==> src/rtl/bin_to_bcd_seq.sv <==
// Sequential shift-add-3 ("double dabble") binary-to-BCD converter.
// One iteration per clock under a start/busy/done handshake; the result is registered.
module bin_to_bcd_seq #(
  parameter int WIDTH  = 8,
  parameter int DIGITS = 3
) (
  input  logic                  clk,
  input  logic                  rst_n,
  input  logic                  start,
  input  logic [WIDTH-1:0]      bin,
  output logic                  busy,
  output logic                  done,
  output logic [4*DIGITS-1:0]   bcd
);

  localparam int CNT_W = $clog2(WIDTH + 1);
  localparam int BCD_W = 4 * DIGITS;
  localparam int SR_W  = BCD_W + WIDTH;

  // Too few digits would let the largest input overflow the digit field.
  if (!(longint'(10) ** DIGITS > (longint'(1) << WIDTH) - 1)) begin : g_digits_too_small
    $error("bin_to_bcd_seq: DIGITS too small for WIDTH");
  end

  typedef enum logic [1:0] {
    IDLE,
    SHIFT,
    DONE
  } state_t;

  state_t            state_q, state_d;
  logic [BCD_W-1:0]  digits_q, digits_d;
  logic [BCD_W-1:0]  digitsAdj;
  logic [BCD_W-1:0]  bcd_q, bcd_d;
  logic [WIDTH-1:0]  binSh_q, binSh_d;
  logic [CNT_W-1:0]  cnt_q, cnt_d;
  logic [SR_W-1:0]   shifted;

  always_comb begin
    digitsAdj = digits_q;
    for (int i = 0; i < DIGITS; i++) begin
      if (digits_q[4*i +: 4] > 4'd4) begin
        digitsAdj[4*i +: 4] = digits_q[4*i +: 4] + 4'd3;
      end
    end
  end

  assign shifted = {digitsAdj, binSh_q} << 1;

  always_comb begin
    state_d  = state_q;
    digits_d = digits_q;
    binSh_d  = binSh_q;
    cnt_d    = cnt_q;
    bcd_d    = bcd_q;
    unique case (state_q)
      IDLE, DONE: begin
        // DONE accepts a new start exactly like IDLE so back-to-back runs lose no cycle.
        if (start) begin
          binSh_d  = bin;
          digits_d = '0;
          cnt_d    = CNT_W'(WIDTH);
          state_d  = SHIFT;
        end else begin
          state_d  = IDLE;
        end
      end
      SHIFT: begin
        digits_d = shifted[SR_W-1:WIDTH];
        binSh_d  = shifted[WIDTH-1:0];
        cnt_d    = cnt_q - CNT_W'(1);
        if (cnt_q == CNT_W'(1)) begin
          bcd_d   = shifted[SR_W-1:WIDTH];
          state_d = DONE;
        end
      end
      default: state_d = IDLE;
    endcase
  end

  always_ff @(posedge clk or negedge rst_n) begin
    if (!rst_n) begin
      state_q  <= IDLE;
      digits_q <= '0;
      binSh_q  <= '0;
      cnt_q    <= '0;
      bcd_q    <= '0;
    end else begin
      state_q  <= state_d;
      digits_q <= digits_d;
      binSh_q  <= binSh_d;
      cnt_q    <= cnt_d;
      bcd_q    <= bcd_d;
    end
  end

  assign busy = (state_q == SHIFT);
  assign done = (state_q == DONE);
  assign bcd  = bcd_q;

endmodule
==> config.mk <==
export PLATFORM = sky130hd
export DESIGN_NAME = bin_to_bcd_seq
export DESIGN_NICKNAME = d
export VERILOG_FILES = /design/src/rtl/bin_to_bcd_seq.sv
export SDC_FILE = /design/constraint.sdc
export NUM_CORES = 1
export LEC_CHECK = 0
export CAP_MARGIN = 0
export CELL_PAD_IN_SITES_DETAIL_PLACEMENT = 1
export CELL_PAD_IN_SITES_GLOBAL_PLACEMENT = 1
export CORE_ASPECT_RATIO = 1.5
export CORE_MARGIN = 2
export CORE_UTILIZATION = 49
export DETAILED_ROUTE_END_ITERATION = 6
export DONT_BUFFER_PORTS = 1
export HOLD_SLACK_MARGIN = 0.15
export PLACE_DENSITY = 0.85
export SETUP_SLACK_MARGIN = 0.3
export SYNTH_ARGS = -nofsm -noshare
export SYNTH_HDL_FRONTEND = slang
export SYNTH_SLANG_ARGS = --single-unit
==> constraint.sdc <==
create_clock -name clk -period 2.1 [get_ports clk]
set_input_delay 0.315 -clock clk [delete_from_list [all_inputs] [get_ports clk]]
set_output_delay 0.315 -clock clk [all_outputs]
set_load 0.005 [all_outputs]
==> reports/results.ini <==
[setup_path]
r2r-start = digits_q[4]$_DFFE_PN0P_
cpMaxStageDelayCell = dfrtp_1
slowest_delay_ps = 420
crit_chain = inv_1 -> ha_1 -> inv_1 -> a21oi_1 -> xnor2_1 -> mux2_4
r2r_end = bcd[5]$_DFFE_PN0P_
critPathArrivalTime_ps = 1790
critPathKind = flop to flop
reg2reg_depth = 6
start_kind = flop
worstPathRequired_ps = 2280
critPathBufInv = 2
critPathMaxFanout = 4
crit_top_cell = inv_1
crit_path_end_kind = flop
ff2ff_setup_slack_ps = 490
crit_family = flip-flops

[sta]
finalSetupTns_ps = 0
hold_viol = 0
finalCriticalPeriod_ps = 1610
final.setup.worst_slack_ps = 489
fin_crit_sh = 0.767
rsz0062_at_grt = false
max_freq_mhz = 621
setup_violations = 0
skew_ps = 5.00
relSlewSlack = 0.642
tightest_slew_ps = 536
final_max_slew_viol_count = 0

[synth]
synth_area_um2 = 1850
synth_compound_area_frac = 0.157
synthAdderAreaFrac = 0.0542
synth_xor_area_frac = 0.0142
synth-seq-area-share = 0.515
synth_top_cell_area_share = 0.515
synth_area_leaders = dfrtp_1 (52%), mux2_4 (5.7%), ha_1 (5.4%), nand2_1 (4.7%), o21ai_0 (4.6%)
synthCells = 166
yosys_warnings = 0
synth_top_family_by_area = compound AO/OA/AOI/OAI gates
synth_top_area_cell = dfrtp_1
synth_mux_area_frac = 0.0793
avgSynthCellArea_um2 = 11.1
synth-seq-cells = 38
yosys.area_share.simple = 0.113
mappedNetlistNets = 185
yosysUniqueCellTypes = 29

[clock_network]
cts_buffers = 5
cts_buffer_depth = 2
path_clk_slew_ps = 70
post_cts_buffers = 0
htreeDepth = 2
cts_root_buf = clkbuf_8
cts_tree = yes
ctsHoldBuffers = 7
cts_resized = 0
cts.sinks = 38
clock_latency_ps = 290

[outcome]
status = complete, no violations

[worst_hold_path]
worstHoldPathCells = 2
worstHoldEndpoint = binSh_q[3]$_DFFE_PN0P_
hp-class = primary input to flop
hold_start = bin[3]

[global_routing]
grt_pass1_vias = 1461
grt_max_degree = 39
grt_pass1_wl_um = 6800
grt-ovfl-total = 0
antenna_found_initial = 0
track_usage = 0.225

[placed_design]
post-place-ws_ps = 503
io_buffers = 0
place_congestion = 0.710
dp_hpwl_um = 2790

[floorplanning]
rows = 27
dieWidth_um = 54.1
core-area_um2 = 3650
io_pins = 25
initial_core_util = 0.506
die_h_um = 79.2
die_area_um2 = 4280

[layout]
diodes = 0
drive_above_1_share = 0.141
area_delta_synth_final_pct = 9.76
final_cell_mix = dfrtp_1 (38), nand2_1 (23), o21ai_0 (17)
final_nets = 195
final_common_cell = dfrtp_1

[drt]
met1_length_um = 1510
top_layer = met4
finalWirelength_um = 4060
drt_first_pass_iters = 4
initialDrtViolationCount = 14
dr_total_vias = 1273
wl_met2_um = 2290
met3WireLength_um = 174
viasPerCell = 5.79
drc = 0
ant_nets = 0
routedWlPerCell_um = 18.5

[pwr]
max-vdd-ir-drop_mv = 0.768
powerDensity_nw_per_um2 = 1630
power.leakage_nw = 0.959

[job]
drv_cap = 0

-- sequential cells by signal, indices dropped and copies added, names as in the netlist --
name and count:
binSh_q 8, digits_q 12, state_q 2, bcd 12, cnt_q 4
-- Yosys cell counts --
cell / count
a211oi_1: 1
a21o_1: 2
a21oi_1: 7
a22o_1: 9
a22oi_1: 6
a22oi_2: 1
a31oi_1: 1
buf_4: 2
buf_6: 3
buf_8: 1
dfrtp_1: 38
ha_1: 8
inv_1: 11
inv_6: 2
mux2_2: 1
mux2_4: 7
mux2i_1: 3
nand2_1: 23
nand2_4: 1
nand2b_1: 3
nand3_1: 1
nor2_1: 2
nor2_4: 1
nor2b_1: 5
nor3_1: 5
nor3b_2: 1
o21ai_0: 17
o21ai_1: 1
xnor2_1: 3
-- cell families after synthesis --
group	Yosys count
AO/OA/AOI/OAI	45
flip-flops	38
XOR/XNOR	3
AND/OR/NAND/NOR	42
multiplexers	11
adder cells (fa/ha/maj)	8
buffers and inverters	19
-- metrics by stage --
stage                     hold slack [ps]  cells  power [mW]  utilization  cell area [µm²]
after global placement               20.4    205        2.62        0.507             1850
after CTS                             154    220        3.34        0.555             2030
final                                 160    220        3.30        0.555             2030
after floorplan                      19.4    166        2.48            -             1850
after detailed placement             20.1    205        2.77        0.507             1850
after global routing                  157    220        3.58        0.555             2030
-- layout make-up --
class | count | area (µm²)
Multi-Input combinational cell | 109 | 772
Clock inverter | 2 | 12.5
Fill cell | 396 | 1620
Clock buffer | 6 | 82.6
Sequential cell | 38 | 951
Timing Repair Buffer | 9 | 95.1
Tap cell | 43 | 53.8
Inverter | 13 | 58.8
-- worst reg2reg max path, stage by stage, from the launching register on --
cell     delay, ps
dfrtp_1        420
inv_1          100
ha_1           190
inv_1           50
a21oi_1        300
xnor2_1        160
mux2_4         280
-- layer usage --
metal  global-route usage  vias up
li1                     -      589
met1                0.220      647
met2                0.418       29
met3               0.0639        8
met4               0.0900        0
met5                    0        -
-- worst max path at each step --
stage	depth (start not counted)	endpoint	start	slack (ps)
after detailed placement	6	bcd[6]$_DFFE_PN0P_	digits_q[4]$_DFFE_PN0P_	500
final	6	bcd[5]$_DFFE_PN0P_	digits_q[4]$_DFFE_PN0P_	490
after global routing	5	digits_q[3]$_DFFE_PN0P_	state_q[0]$_DFFE_PN0P_	370
after floorplan	6	bcd[10]$_DFFE_PN0P_	cnt_q[1]$_DFFE_PN0P_	660
after global placement	6	bcd[2]$_DFFE_PN0P_	cnt_q[1]$_DFFE_PN0P_	600
after CTS	6	bcd[5]$_DFFE_PN0P_	digits_q[5]$_DFFE_PN0P_	470
-- power by group --
| group | leakage (nW) | internal, mW | switching [mW] | total (mW) |
|---|---|---|---|---|
| Combinational | 0.435 | 0.628 | 0.774 | 1.40 |
| Sequential | 0.477 | 1.07 | 0.307 | 1.38 |
| Clock | 0.0472 | 0.264 | 0.254 | 0.518 |
| Total | 0.959 | 1.96 | 1.33 | 3.30 |
Power figures use the tool's default switching activity.
